==> src/rtl/pc_sequencer.sv <==
// -----------------------------------------------------------------------------
// pc_sequencer
//   Program counter / fetch sequencer for the 8-bit core. A start handshake
//   selects one of three resident programs (multiply, string match, closest
//   pair). The PC then steps through the instruction ROM and applies relative
//   branches resolved by decode/ALU. A decoded halt stops the run. A cycle
//   watchdog aborts runs that never halt.
//
// Ports
//   clk_i          in   1      clock; all state updates on the rising edge
//   reset_i        in   1      synchronous active-high reset; wins over all inputs
//   start_i        in   1      start request (accepted in IDLE/DONE/TIMEOUT only)
//   prog_sel_i     in   2      program select: 0/1/2 valid, 3 ignored
//   halt_i         in   1      decoded halt for the instruction at pc_o
//   branch_i       in   1      decoded branch/branchb for the instruction at pc_o
//   branch_back_i  in   1      0 = forward branch, 1 = backward branch
//   cond_i         in   1      branch condition flag; the branch is taken when 1
//   offset_i       in   PC_W   unsigned branch distance
//   stall_i        in   1      hold the PC this cycle (multicycle load/store)
//   pc_o           out  PC_W   instruction ROM address
//   fetch_en_o     out  1      pc_o addresses a live instruction
//   busy_o         out  1      a run is in progress
//   done_o         out  1      last run ended on halt (held)
//   timeout_o      out  1      last run was aborted by the watchdog (held)
//   cycle_cnt_o    out  CNT_W  RUN cycles spent in the current/last run
// -----------------------------------------------------------------------------
module pc_sequencer #(
  parameter int PC_W       = 8,
  parameter int PROG0_BASE = 0,
  parameter int PROG1_BASE = 93,
  parameter int PROG2_BASE = 145,
  parameter int CNT_W      = 16,
  parameter int MAX_CYCLES = 65535
) (
  input  logic             clk_i,
  input  logic             reset_i,
  input  logic             start_i,
  input  logic [1:0]       prog_sel_i,
  input  logic             halt_i,
  input  logic             branch_i,
  input  logic             branch_back_i,
  input  logic             cond_i,
  input  logic [PC_W-1:0]  offset_i,
  input  logic             stall_i,
  output logic [PC_W-1:0]  pc_o,
  output logic             fetch_en_o,
  output logic             busy_o,
  output logic             done_o,
  output logic             timeout_o,
  output logic [CNT_W-1:0] cycle_cnt_o
);

  localparam logic [PC_W-1:0]  BASE0     = PC_W'(PROG0_BASE);
  localparam logic [PC_W-1:0]  BASE1     = PC_W'(PROG1_BASE);
  localparam logic [PC_W-1:0]  BASE2     = PC_W'(PROG2_BASE);
  // The counter value seen during the last RUN cycle that is allowed.
  localparam logic [CNT_W-1:0] WDOG_LAST = CNT_W'(MAX_CYCLES - 1);

  typedef enum logic [1:0] {
    S_IDLE,
    S_RUN,
    S_DONE,
    S_TIMEOUT
  } state_t;

  state_t            state, state_nxt;
  logic [PC_W-1:0]   pc, pc_nxt;
  logic [CNT_W-1:0]  cnt, cnt_nxt;
  logic [PC_W-1:0]   base_sel;

  always_comb begin
    case (prog_sel_i)
      2'd0:    base_sel = BASE0;
      2'd1:    base_sel = BASE1;
      default: base_sel = BASE2;
    endcase
  end

  always_ff @(posedge clk_i) begin
    if (reset_i) begin
      state <= S_IDLE;
      pc    <= '0;
      cnt   <= '0;
    end else begin
      state <= state_nxt;
      pc    <= pc_nxt;
      cnt   <= cnt_nxt;
    end
  end

  always_comb begin
    state_nxt  = state;
    pc_nxt     = pc;
    cnt_nxt    = cnt;
    fetch_en_o = 1'b0;
    busy_o     = 1'b0;
    done_o     = 1'b0;
    timeout_o  = 1'b0;
    case (state)
      S_RUN: begin
        fetch_en_o = 1'b1;
        busy_o     = 1'b1;
        // Stalled cycles still count toward the watchdog.
        cnt_nxt    = cnt + CNT_W'(1);
        // Priority order: watchdog, stall, halt, taken branch, sequential.
        if (cnt == WDOG_LAST) begin
          state_nxt = S_TIMEOUT;
        end else if (stall_i) begin
          pc_nxt = pc;
        end else if (halt_i) begin
          state_nxt = S_DONE;
        end else if (branch_i && cond_i) begin
          // Both branch directions are relative to the branch's own address.
          // Wrap-around modulo 2^PC_W is intended.
          pc_nxt = branch_back_i ? (pc - offset_i) : (pc + offset_i);
        end else begin
          pc_nxt = pc + PC_W'(1);
        end
      end
      default: begin
        // IDLE, DONE and TIMEOUT all wait for a start request. A start with an
        // invalid selection leaves the state and the readout unchanged.
        done_o    = (state == S_DONE);
        timeout_o = (state == S_TIMEOUT);
        if (start_i && (prog_sel_i != 2'd3)) begin
          state_nxt = S_RUN;
          pc_nxt    = base_sel;
          cnt_nxt   = '0;
        end
      end
    endcase
  end

  assign pc_o        = pc;
  assign cycle_cnt_o = cnt;

endmodule

==> config.mk <==
export PLATFORM = sky130hd
export DESIGN_NAME = pc_sequencer
export DESIGN_NICKNAME = d
export VERILOG_FILES = /design/src/rtl/pc_sequencer.sv
export SDC_FILE = /design/constraint.sdc
export NUM_CORES = 1
export LEC_CHECK = 0
export CAP_MARGIN = 20
export CORE_MARGIN = 2
export CORE_UTILIZATION = 50
export CTS_CLUSTER_DIAMETER = 50
export DETAILED_ROUTE_END_ITERATION = 12
export GPL_TIMING_DRIVEN = 1
export PLACE_DENSITY = 0.92
export SYNTH_ARGS = -nofsm -noshare
export SYNTH_HDL_FRONTEND = slang
export SYNTH_SLANG_ARGS = --single-unit
export TNS_END_PERCENT = 20
==> constraint.sdc <==
create_clock -name clk_i -period 2.92 [get_ports clk_i]
set_clock_uncertainty 0.2 [all_clocks]
set_input_delay 0.438 -clock clk_i [delete_from_list [all_inputs] [get_ports clk_i]]
set_output_delay 0.438 -clock clk_i [all_outputs]
set_load 0.01 [all_outputs]
; ---- Word-level counts from Yosys, hierarchy flattened
; Cells that the tools add are included.
[op_classes]
add_sub_neg = 4
n_eq_ne = 11
mux = 18
reduce_logical = 6
[op_table]
columns = operator, n
row1 = $mux 8, 7
row2 = $mux 16, 2
row3 = $add 16x1->16 const B, 1
row4 = $eq 16x16->1 const B, 1
row5 = $pmux 8 s2, 1
row6 = $mux 2, 5
row7 = $add 8x1->8 const B, 1
row8 = $add 8x8->8, 1
row9 = $ne 2x2->1 const B, 4
row10 = $sub 8x8->8, 1
row11 = $ne 3x3->1 const B, 2
row12 = $eq 2x1->1 const B, 2
row13 = $eq 2x2->1 const B, 2
row14 = $reduce_and 4->1, 1
row15 = $mux 1, 3
row16 = $reduce_and 3->1, 1
row17 = $logic_and 1x1->1, 2
row18 = $logic_not 2->1, 1
row19 = $reduce_bool 2->1, 1
[totals]
reg_bits = 26
input_bits = 18
elab_cells = 42

; ---- Longest topological paths before layout
; Gate-level depths: netlist (run 1).
[depth]
ltp_word = 7
ltp_mapped = 12
mapped_depth_nobuf = 12

; ---- Least setup slack after synthesis (run 1)
; OpenSTA, ideal clock, no wires.
[synth_timing]
path_kind = input -> register
startpoint = input port offset_i[2]
endpoint = register pc[7], in the netlist pc_o[7]
setup_time_ns = 0.117
arrival_ns = 2.354
slack_ns = 0.249
path_stages = 11
path_cell_list = nor3_1 -> nor2_1 -> xnor2_1 -> nor2_1 -> ha_1 -> and2_1 -> o21ai_0 -> nand3_1 -> a2111o_1 -> nand4_1 -> o21ai_1
[synth_between]
elab_chain_len = 7
word_cells_on_any_way = 8
[synth_rtl]
columns = element, line_no
row1 = from (decl), 43  ; input logic [PC_W-1:0] offset_i,
row2 = $add 8x8->8 / $sub 8x8->8 (equally long branches), 115  ; pc_nxt = branch_back_i ? (pc - offset_i) : (pc + offset_i);
row3 = $mux 8 *, 115
row4 = $mux 8 *, 112  ; end else if (branch_i && cond_i) begin
row5 = $mux 8 *, 110  ; end else if (halt_i) begin
row6 = $mux 8 *, 108  ; end else if (stall_i) begin
row7 = $mux 8 *, 106  ; if (cnt == WDOG_LAST) begin
row8 = $mux 8 *, 99  ; case (state)
row9 = to (signal assigned), 86  ; pc <= pc_nxt;
row10 = to (decl), 67  ; logic [PC_W-1:0] pc, pc_nxt;
; Mark *: on every way between the ends. The rest lies on a longest branch, timed or not. The select of a mux whose other input is x is not followed.
; A chain may end at the register's enable or synchronous reset.

; ---- Worst setup path after layout (run 1)
; Same ends and word-level chain as after synthesis.

==> results of run 1 <==
==> per-layer routing <==
layer  vias to the layer above  wire length (um)  track usage [%]
li1                        950                 -                -
met1                       915              2114            29.11
met2                        63              2475            42.68
met3                        21               232            4.259
met4                         0               146            8.163
met5                         -                 0                0
==> placed cells by master, fill, tap and decap left out, types with 5 or more instances in the layout <==
cell                              instances
sky130_fd_sc_hd__clkdlybuf4s50_1         43
sky130_fd_sc_hd__nor2_1                  38
sky130_fd_sc_hd__dfxtp_1                 26
sky130_fd_sc_hd__nand2_1                 21
sky130_fd_sc_hd__buf_4                   17
sky130_fd_sc_hd__a21oi_1                 13
sky130_fd_sc_hd__nand3_1                 11
sky130_fd_sc_hd__inv_1                   11
sky130_fd_sc_hd__ha_1                    10
sky130_fd_sc_hd__o21ai_0                  8
sky130_fd_sc_hd__nor3_1                   6
sky130_fd_sc_hd__xnor2_1                  6
sky130_fd_sc_hd__nor2b_1                  5
sky130_fd_sc_hd__mux2_2                   5
sky130_fd_sc_hd__or3_1                    5
==> through the flow <==
stage | TNS, ps | setup WS [ps] | hold WS, ps
after global routing | 0 | 27.74 | 330.8
after detailed placement | -1174 | -361.4 | 278.6
after floorplan | 0 | 249.2 | 249.1
after CTS | 0 | 64.11 | 296.4
final | 0 | 113.6 | 298.5
after global placement | -645.1 | -239.4 | 264.6
==> report_power, final <==
| part | switching, uW | total [uW] | internal (uW) |
|---|---|---|---|
| clock network | 108 | 201 | 92.4 |
| registers | 14.1 | 380 | 366 |
| logic | 117 | 233 | 116 |
==> worst paths after layout <==
| check | from | endpoint | slack [ps] |
|---|---|---|---|
| worst min register to register | state[1]$_SDFFE_PP0P_ | state[1]$_SDFFE_PP0P_ | 300 |
| worst max register to register | pc_o[0]$_SDFFE_PP0P_ | pc_o[6]$_SDFFE_PP0P_ | 690 |
| worst min-delay path | state[1]$_SDFFE_PP0P_ | state[1]$_SDFFE_PP0P_ | 300 |
| worst max-delay path | offset_i[2] | pc_o[7]$_SDFFE_PP0P_ | 110 |
==> logic make-up (layout without fill, tap and decap cells) <==
logic type	Yosys count	after routing	share of synthesized area (%)
buffers and inverters	21	77	6.241
AND/OR/NAND/NOR	117	117	33.74
multiplexers	11	11	6.242
XOR/XNOR	9	9	4.096
adder cells (fa/ha/maj)	11	11	7.542
flip-flops	26	26	27.05
AO/OA/AOI/OAI	43	43	15.08
==> worst max-delay path, cell delays in order <==
cell and delay [ps]:
sky130_fd_sc_hd__clkdlybuf4s50_1 450, sky130_fd_sc_hd__nor3_2 250, sky130_fd_sc_hd__buf_4 160, sky130_fd_sc_hd__a21oi_1 70
sky130_fd_sc_hd__xor2_1 140, sky130_fd_sc_hd__nor2_1 110, sky130_fd_sc_hd__ha_1 260, sky130_fd_sc_hd__o21ai_0 200
sky130_fd_sc_hd__nand2b_1 100, sky130_fd_sc_hd__a2111o_1 410, sky130_fd_sc_hd__nand4_1 90, sky130_fd_sc_hd__o21ai_1 60
==> flip-flops by register name, summed over array words and instances (netlist names) <==
register     cells
cycle_cnt_o     16
pc_o             8
state            2
==> cell type report <==
class	instances	area, um^2	share of cell area, %
Multi-Input combinational cell	191	1297	51.08
Timing Repair Buffer	62	575.6	22.66
Sequential cell	26	520.5	20.49
Tap cell	48	60.06	2.365
Inverter	12	45.04	1.773
Clock buffer	3	41.29	1.626
==> repair_timing <==
action	4_1_cts	5_1_grt
pin swaps	4	0
setup endpoints to repair	2	3
hold buffers	0	0
gates resized for setup	5	2
==> key figures, run 1 <==
Synth
  • Number of synthesized flops with an enable pin: 0
  • Post-synthesis instance area: ~0.0019 mm^2
  • List of most frequent post-synthesis cells: sky130_fd_sc_hd__nor2_1 (38), sky130_fd_sc_hd__dfxtp_1 (26), sky130_fd_sc_hd__nand2_1 (21)
  • Dominant cells by area after synthesis: sky130_fd_sc_hd__dfxtp_1 (27%), sky130_fd_sc_hd__nor2_1 (7.4%), sky130_fd_sc_hd__ha_1 (6.5%)
  • Number of library cell types mapped by synthesis: between 50 and 60
  • Share of the synthesized area in the top cell type: 27.05%
  • Proportion of synthesized flip-flops having asynchronous set or reset: 0%
  • Portion of the post-synthesis area used by sequential elements: 27.05%
  • Number of instances in the synthesized netlist: ~240
  • Most frequent cell after synthesis: sky130_fd_sc_hd__nor2_1
  • Synthesized flop and latch total: 26
  • Nets in the synthesized netlist: around 270
  • Post-Syn Area per Cell: just over 8 um^2
  • Cell accounting for the most synthesized area: sky130_fd_sc_hd__dfxtp_1
  • Synth Flop Type: sky130_fd_sc_hd__dfxtp_1
  • Total of warnings raised by yosys: 0

Timing
  • Maximum clock frequency: 0.3563 GHz
  • Least-Margin Pin Slew: slightly below 600 ps
  • Clock period minus worst slack: ~2800 ps
  • Pins Over Slew Limit: 0
  • Final period util: 96.11%
  • Relative slew margins: approximately three fifths
  • RSZ-0062 raised after global routing: false
  • Number of setup violations in the final report: 0
  • Number of hold violations in the final report: 0

Min path
  • Path class of the lowest-slack min-delay path: flip-flop to flip-flop
  • Worst hold path depth: 2

Clock tree
  • CTS tree: done
  • Cts bufs inserted: 3
  • Post-CTS Setup Bufs: 0
  • Clock insertion delay at the later pin of the skew report: roughly 270 ps
  • Root Driver: sky130_fd_sc_hd__clkbuf_8
  • Register clock-pin slew on the reported worst setup and hold paths: ~90 ps
  • Number of clock sinks seen by CTS: 26
  • Clock tree buffer depth: 2
  • Number of H-tree levels: 1

Die
  • Starting utilization of the core area: 52.17%
  • Height of the die: 66.04 um
  • Placeable Area: around 0.0037 mm^2
  • Number of core rows: 22
  • Die Footprint: about 0.0044 mm^2
  • I/O pin cnt: 46
  • Die span in x: about 66 um

Setup path
  • Data arrival at the endpoint of the critical path: roughly 2800 ps
  • Depth of the worst register-to-register path: 9
  • Crit Path Category: primary input to flip-flop
  • Data required time of the critical path: roughly 2900 ps
  • Top fanout value on the critical path: 4
  • Setup crit end kind: flip-flop
  • Startpoint class of the critical path: primary input

Layout
  • Fill cell instance count of the final layout: 294
  • ANT cells: 0
  • Finished Cell Area: between 0.002 and 0.003 mm^2
  • Non-Filler Instances: 342
  • Final Core Density: 68.86%
  • Area added between synthesis and finish: 31.99%
  • Total Nets Final: ~330
  • Layout cells sized above 1: between 15 and 20%

Route
  • Via Count: ~1900
  • Total wire length: 4969 um
  • Wire length per cell after detailed routing: 14.53 um
  • Number of vias per cell: 5.699
  • Total iterations of the first detailed-routing run: 4
  • Post-route DRC violation count: 0
  • Initial DRC Count: roughly 140
  • Antenna-violating nets left: 0

Run status
  • Run status: finished, final reports clean

Placement
  • Placed Cells incl. Taps: 339
  • Routability congestion estimate: just over 0.8
  • Post-Place Cell Area: ~0.0025 mm^2
  • Input/output buffers: 45
  • Detail Placement HPWL: 3635 um

Global routing
  • Remaining global-route overflow: 0
  • Antenna violations before repair: 0
  • Number of global-route vias before repair: ~1900
  • Maximum number of pins on one net before global-route repair: 18
  • Wire length of the first global-routing pass: slightly above 8000 um
  • Overall Global Routing Usage: 24.05%

Job
  • Total of max-cap violations: 0

Power and ir drop
  • Pwr per Cell Area: around 320 mW/mm^2
  • Leakage power total: between 0.0009 and 0.001 uW
  • Max IR drop VDD: 0.0002855 V
  • Total Power: 813.8 uW
No activity file was read; power rests on OpenSTA's default activity.
==> run 2, diff against run 1 <==
--- a/config.mk
+++ b/config.mk
@@ -5,13 +5,14 @@
 export SDC_FILE = /design/constraint.sdc
 export NUM_CORES = 1
 export LEC_CHECK = 0
-export CAP_MARGIN = 20
 export CORE_MARGIN = 2
 export CORE_UTILIZATION = 50
 export CTS_CLUSTER_DIAMETER = 50
 export DETAILED_ROUTE_END_ITERATION = 12
 export GPL_TIMING_DRIVEN = 1
+export HOLD_SLACK_MARGIN = 0.05
 export PLACE_DENSITY = 0.92
+export REMOVE_ABC_BUFFERS = 1
 export SYNTH_ARGS = -nofsm -noshare
 export SYNTH_HDL_FRONTEND = slang
 export SYNTH_SLANG_ARGS = --single-unit
==> run 2 against run 1 <==
Hold slack got worse by 7.1 ps; sequential cell count unchanged; worst setup slack improved by 19 ps; total power increased by 5.2%; wire length about the same; utilization increased by 0.71 points; cell area increased by 1.0%; die area unchanged; critical path depth unchanged; clock power increased by 20%.
==> key figures, run 2 (synthesis results as in run 1) <==
Clock tree
  • Register clock-pin slew on the reported worst setup and hold paths: 90 ps (about the same)
  • Root Driver: sky130_fd_sc_hd__clkbuf_8
  • Number of H-tree levels: 1 (unchanged)
  • Number of clock sinks seen by CTS: 26 (unchanged)
  • CTS tree: done
  • Cts bufs inserted: 3 (unchanged)
  • Cts hold-fix bufs: 0 (unchanged)
  • Clock tree buffer depth: 2 (unchanged)
  • Clock insertion delay at the later pin of the skew report: 290 ps (+20 ps)

Route
  • Number of vias per cell: 5.728 (+0.51%)
  • Initial DRC Count: 100 (-30%)
  • Antenna-violating nets left: 0 (unchanged)
  • Via Count: 1959 (+0.51%)
  • Post-route DRC violation count: 0 (unchanged)
  • Wire length per cell after detailed routing: 14.54 um (about the same)
  • Total iterations of the first detailed-routing run: 4 (unchanged)
  • Total wire length: 4972 um (about the same)

Global routing
  • Global routing usage on met2: 39.52% (-3.2 points)
  • Layer with the highest usage after global routing: met2
  • Antenna violations before repair: 0 (unchanged)
  • Overall Global Routing Usage: 23.02% (-1.0 points)
  • Remaining global-route overflow: 0 (unchanged)
  • Met1 usage: 27.58% (-1.5 points)
  • Wire length of the first global-routing pass: 7852 um (-4.8%)
  • Met3 Track Usage GR: 4.600% (+0.34 points)
  • Maximum number of pins on one net before global-route repair: 28 (+10)
  • Number of global-route vias before repair: 1820 (-2.8%)

Timing
  • Least-Margin Pin Slew: 597.7 ps (+13.06 ps)
  • Clock period minus worst slack: 2787 ps (-19.29 ps)
  • Number of hold violations in the final report: 0 (unchanged)
  • Maximum clock frequency: 0.3588 GHz (+0.69%)
  • Pins Over Slew Limit: 0 (unchanged)
  • Relative slew margins: 60.07% (-0.83 points)
  • Number of setup violations in the final report: 0 (unchanged)
  • Summed negative setup slack over all endpoints: 0 ps (unchanged)
  • Final period util: 95.45% (-0.66 points)

Placement
  • Detail Placement HPWL: 3567 um (-1.9%)
  • Routability congestion estimate: 0.8668 (+6.9%)
  • Input/output buffers: 45 (unchanged)
  • Placed Cells incl. Taps: 337 (-0.59%)

Setup path
  • Data arrival at the endpoint of the critical path: 2730 ps (-20 ps)
  • Largest delay contributor family on the critical path: simple AND/OR/NAND/NOR gates
  • Delay of the slowest cell on the worst path: 440 ps (about the same)
  • Critical R2R Capture: pc_o[6]$_SDFFE_PP0P_
  • Crit Path Category: primary input to flip-flop
  • Setup crit end kind: flip-flop
  • Number of buffers and inverters on the critical path: 2 (unchanged)
  • Critical-path cell with the highest stage delay: sky130_fd_sc_hd__clkdlybuf4s50_1
  • Startpoint class of the critical path: primary input
  • Depth of the worst register-to-register path: 9 (unchanged)
  • Launch point of the worst reg-to-reg path: pc_o[0]$_SDFFE_PP0P_
  • Ordered list of cells on the worst path: clkdlybuf4s50_1 -> nor3_2 -> nor2_1 -> xnor2_1 -> nor2_1 -> ha_1 -> buf_4 -> o21a_1 -> o21ai_1 -> a21oi_1 -> nor4_4 -> a211oi_2
  • Data required time of the critical path: 2870 ps (about the same)
  • Worst setup slack for register-to-register paths: 630 ps (-60 ps)
  • Most prevalent standard cell on the critical path: sky130_fd_sc_hd__nor2_1
  • Top fanout value on the critical path: 3 (-1)

Power and ir drop
  • Leakage power total: 0.001004 uW (+1.2%)
  • Max IR drop VDD: 0.0003268 V (+14%)
  • Pwr per Cell Area: 333.6 mW/mm^2 (+4.1%)

Die
  • Starting utilization of the core area: 52.17% (unchanged)
  • Placeable Area: 0.003689 mm^2 (unchanged)
  • Die span in x: 66.04 um (unchanged)
  • Number of core rows: 22 (unchanged)
  • Die Footprint: 0.004361 mm^2 (unchanged)
  • Height of the die: 66.04 um (unchanged)
  • I/O pin cnt: 46 (unchanged)

Min path
  • Worst hold path depth: 2 (unchanged)
  • Path class of the lowest-slack min-delay path: flip-flop to flip-flop
  • Hold wc startpoint: state[1]$_SDFFE_PP0P_
  • Endpoint, Worst Hold: state[1]$_SDFFE_PP0P_

Layout
  • Total Nets Final: 324 (-0.31%)
  • ANT cells: 0 (unchanged)
  • Most common cell after layout, fill and taps aside: sky130_fd_sc_hd__clkdlybuf4s50_1
  • Layout cells sized above 1: 16.33% (+1.0 points)
  • Area added between synthesis and finish: 33.35%
  • Largest register FFs: 16 (unchanged)
  • Non-Filler Instances: 342 (unchanged)
  • Most frequent cells in the layout: sky130_fd_sc_hd__clkdlybuf4s50_1 (42), sky130_fd_sc_hd__nor2_1 (38), sky130_fd_sc_hd__dfxtp_1 (26), sky130_fd_sc_hd__nand2_1 (21), sky130_fd_sc_hd__buf_4 (16)

Job
  • Total of max-cap violations: 0 (unchanged)

Run status
  • Run status: finished, final reports clean
==> run 2: changes by cell type in the layout (fill, tap and decap cells not counted), sizes merged <==
cell and delta:
dlymetal6s2s +1, dlygate4sd2 -2, clkbuf +2, clkdlybuf4s50 -1
buf -1, clkdlybuf4s15 +1
==> run 2: power by group <==
group / internal (uW) / switching, uW
registers: 366 / 13.3
logic: 118 / 117
clock network: 121 / 121
==> run 2: layout make-up <==
class / instances / area [um^2]
Fill cell: 278 / 1122
Sequential cell: 26 / 520.5
Clock buffer: 4 / 55.05
Timing Repair Buffer: 61 / 568.0
Inverter: 12 / 45.04
Tap cell: 48 / 60.06
Multi-Input combinational cell: 191 / 1318
==> run 2: per-layer routing <==
layer / vias up / part of all wire (%)
li1: 957 / -
met1: 929 / 43
met2: 58 / 50
met3: 15 / 4.1
met4: 0 / 3.2
met5: - / 0
==> run 2: metrics by stage <==
stage	hold slack, ps	worst slack (ps)	utilization (%)	power (uW)	cell area (um^2)
2_1_floorplan	243.0	230.0	-	499.7	1849
6_report	291.4	132.9	69.57	856.1	2566
5_1_grt	322.2	-80.43	69.57	893.6	2566
3_3_place_gp	270.2	-278.9	67.03	604.1	2472
4_1_cts	288.6	43.19	68.89	846.6	2541
3_5_place_dp	267.2	-406.3	67.03	609.8	2472
==> run 2: what timing repair did <==
action                     CTS  global route
buffers inserted             1             0
setup endpoints to repair    2             3
pin swaps                    4             4
gates resized for setup      4            11
hold endpoints to repair     0             0
==> run 2: worst max-delay path by stage <==
stage,from,to,cells past startpoint
after detailed placement,offset_i[0],pc_o[6]$_SDFFE_PP0P_,12
final,offset_i[2],pc_o[6]$_SDFFE_PP0P_,12
after floorplan,offset_i[2],pc_o[7]$_SDFFE_PP0P_,11
after CTS,offset_i[2],pc_o[7]$_SDFFE_PP0P_,12
after global routing,offset_i[1],pc_o[6]$_SDFFE_PP0P_,12
after global placement,offset_i[1],pc_o[7]$_SDFFE_PP0P_,12
==> run 2: worst register-to-register path: cells and delay by family (launching register included) <==
family                   cells  cell delay (ps)
adder cells (fa/ha/maj)      2              570
AND/OR/NAND/NOR              3              610
buffers and inverters        1               50
AO/OA/AOI/OAI                3              360
flip-flops                   1              360
==> run 3, diff against run 2 <==
--- a/config.mk
+++ b/config.mk
@@ -13,6 +13,7 @@
 export HOLD_SLACK_MARGIN = 0.05
 export PLACE_DENSITY = 0.92
 export REMOVE_ABC_BUFFERS = 1
+export SKIP_CTS_REPAIR_TIMING = 1
 export SYNTH_ARGS = -nofsm -noshare
 export SYNTH_HDL_FRONTEND = slang
 export SYNTH_SLANG_ARGS = --single-unit
==> run 3 against run 2 <==
Combinational power is essentially flat; die area is the same; highest routed layer unchanged; sequential share of layout area is essentially flat; sequential power is essentially flat; final cell count shrank 0.29%.
==> key figures, run 3 (synthesis results as in run 1) <==
Placement
  • Input/output buffers: 45 (unchanged)
  • Post-Place Cell Area: 0.002472 mm^2 (unchanged)
  • Setup slack at placement: -406.3 ps (unchanged)
  • Detail Placement HPWL: 3567 um (unchanged)
  • Routability congestion estimate: 0.8668 (unchanged)

Setup path
  • Setup crit end kind: flip-flop
  • Largest delay contributor family on the critical path: buffers and inverters
  • Critical R2R Capture: pc_o[6]$_SDFFE_PP0P_
  • Ordered list of cells on the worst path: clkdlybuf4s50_1 -> nor3_2 -> buf_4 -> a21oi_1 -> xor2_1 -> nor2_1 -> ha_1 -> buf_4 -> nand3b_1 -> o21ai_0 -> nor4_2 -> a211oi_2
  • Crit Path Category: primary input to flip-flop
  • Data arrival at the endpoint of the critical path: 2790 ps (+60 ps)
  • Number of buffers and inverters on the critical path: 3 (+1)
  • Most prevalent standard cell on the critical path: sky130_fd_sc_hd__buf_4
  • Delay of the slowest cell on the worst path: 450 ps (about the same)
  • Worst setup path start: offset_i[2]
  • Depth of the worst register-to-register path: 9 (unchanged)
  • Top fanout value on the critical path: 4 (+1)
  • Data required time of the critical path: 2900 ps (+30 ps)
  • Worst setup slack for register-to-register paths: 680 ps (+50 ps)
  • Startpoint class of the critical path: primary input
  • Critical-path cell with the highest stage delay: sky130_fd_sc_hd__clkdlybuf4s50_1
  • Launch point of the worst reg-to-reg path: pc_o[0]$_SDFFE_PP0P_

Layout
  • Largest register FFs: 16 (unchanged)
  • Area added between synthesis and finish: 33.10%
  • Finished Cell Area: 0.002561 mm^2 (-0.19%)
  • Most frequent cells in the layout: sky130_fd_sc_hd__clkdlybuf4s50_1 (43), sky130_fd_sc_hd__nor2_1 (38), sky130_fd_sc_hd__dfxtp_1 (26), sky130_fd_sc_hd__nand2_1 (21), sky130_fd_sc_hd__buf_4 (15)
  • ANT cells: 0 (unchanged)
  • Most common cell after layout, fill and taps aside: sky130_fd_sc_hd__clkdlybuf4s50_1
  • Layout cells sized above 1: 16.04% (-0.29 points)
  • Total Nets Final: 323 (-0.31%)
  • Final Core Density: 69.44% (-0.14 points)

Timing
  • Clock period minus worst slack: 2800 ps (+13.15 ps)
  • Relative slew margins: 61.89% (+1.8 points)
  • Number of hold violations in the final report: 0 (unchanged)
  • Pins Over Slew Limit: 0 (unchanged)
  • Final setup margin: 119.7 ps (-13.15 ps)
  • Least-Margin Pin Slew: 571.6 ps (-26.11 ps)
  • Smallest hold slack: 288.6 ps (-2.786 ps)
  • Final period util: 95.90% (+0.45 points)
  • Maximum clock frequency: 0.3571 GHz (-0.47%)
  • Summed negative setup slack over all endpoints: 0 ps (unchanged)
  • Number of setup violations in the final report: 0 (unchanged)

Global routing
  • Antenna violations before repair: 0 (unchanged)
  • Wire length of the first global-routing pass: 7762 um (-1.1%)
  • Number of global-route vias before repair: 1809 (-0.60%)
  • Remaining global-route overflow: 0 (unchanged)
  • Maximum number of pins on one net before global-route repair: 28 (unchanged)
  • Overall Global Routing Usage: 22.63% (-0.39 points)

Power and ir drop
  • Combinational fraction of design power: 27.4% (about the same)
  • Total net switching power: 244.2 uW (-2.7%)
  • Switching share of total power: 28.80% (-0.51 points)
  • Max IR drop VDD: 0.0002474 V (-24%)
  • Clock power share: 27.7% (-0.5 points)
  • Cell internal power dissipation: 603.6 uW (-0.25%)
  • Leakage power total: 0.001012 uW (+0.81%)
  • Share of power burned in registers: 44.9% (+0.6 points)
  • Pwr per Cell Area: 331.0 mW/mm^2 (-0.78%)

Min path
  • Worst hold path depth: 2 (unchanged)
  • Endpoint, Worst Hold: state[1]$_SDFFE_PP0P_
  • Hold wc startpoint: state[1]$_SDFFE_PP0P_
  • Path class of the lowest-slack min-delay path: flip-flop to flip-flop

Clock tree
  • Register clock-pin slew on the reported worst setup and hold paths: 80 ps (about the same)
  • Number of clock sinks seen by CTS: 26 (unchanged)
  • Cts bufs inserted: 3 (unchanged)
  • Root Driver: sky130_fd_sc_hd__clkbuf_8
  • CTS tree: done
  • Clock insertion delay at the later pin of the skew report: 280 ps (about the same)
  • Clock tree buffer depth: 2 (unchanged)
  • Number of H-tree levels: 1 (unchanged)

Job
  • Total of max-cap violations: 0 (unchanged)

Route
  • Total iterations of the first detailed-routing run: 4 (unchanged)
  • Initial DRC Count: 103 (+3.0%)
  • Wire length per cell after detailed routing: 14.09 um (-3.1%)
  • Number of vias per cell: 5.674 (-0.94%)
  • Via Count: 1935 (-1.2%)
  • Antenna-violating nets left: 0 (unchanged)
  • Post-route DRC violation count: 0 (unchanged)
  • Total wire length: 4804 um (-3.4%)

Die
  • Placeable Area: 0.003689 mm^2 (unchanged)
  • I/O pin cnt: 46 (unchanged)
  • Number of core rows: 22 (unchanged)
  • Height of the die: 66.04 um (unchanged)
  • Starting utilization of the core area: 52.17% (unchanged)
  • Die Footprint: 0.004361 mm^2 (unchanged)
  • Die span in x: 66.04 um (unchanged)

Run status
  • Run status: finished, final reports clean
## run 3: cell types whose count changed in the layout (fill, tap and decap cells not counted), sizes merged
cell,before,now
clkdlybuf4s15,1,0
buf,16,15
dlymetal6s2s,1,2
clkdlybuf4s50,42,43
clkbuf,5,4
## run 3: worst max-delay path by stage
stage	to	slack [ps]	depth (start not counted)
final	pc_o[6]$_SDFFE_PP0P_	120	12
after detailed placement	pc_o[6]$_SDFFE_PP0P_	-410	12
after floorplan	pc_o[7]$_SDFFE_PP0P_	230	11
after CTS	pc_o[6]$_SDFFE_PP0P_	-130	12
after global routing	pc_o[6]$_SDFFE_PP0P_	-50	12
after global placement	pc_o[7]$_SDFFE_PP0P_	-280	12
## run 3: stage by stage
step                power (uW)  cells
floorplan                499.7    229
global placement         604.1    337
detailed placement       609.8    337
CTS                      846.2    341
global route             888.3    341
finish                   847.7    341
## run 3: final cells by class
cell class / count / area [um^2]
timing repair buffer: 60 / 568.0
sequential: 26 / 520.5
tap: 48 / 60.06
clock buffer: 4 / 55.05
fill: 282 / 1127
inverter: 12 / 45.04
multi-input combinational: 191 / 1313
## run 3: power groups by stage
stage / combinational (uW) / clock [uW] / sequential (uW)
floorplan: 110 / 0 / 390
global placement: 217 / 0 / 387
detailed placement: 222 / 0 / 387
CTS: 224 / 243 / 379
global route: 251 / 256 / 381
finish: 232 / 235 / 380
## run 3: tightest hold or removal path, cell delays in order (launching register included)
cell and delay (ps):
sky130_fd_sc_hd__dfxtp_1 340, sky130_fd_sc_hd__nand2_1 60, sky130_fd_sc_hd__a21oi_1 50
## run 3: per-layer routing
| metal | track usage, % | part of all wire, % | vias up |
|---|---|---|---|
| met2 | 38.51 | 49 | 54 |
| li1 | - | - | 955 |
| met3 | 4.770 | 3.9 | 11 |
| met1 | 27.79 | 45 | 915 |
| met5 | 0 | 0 | - |
| met4 | 8.929 | 1.8 | 0 |
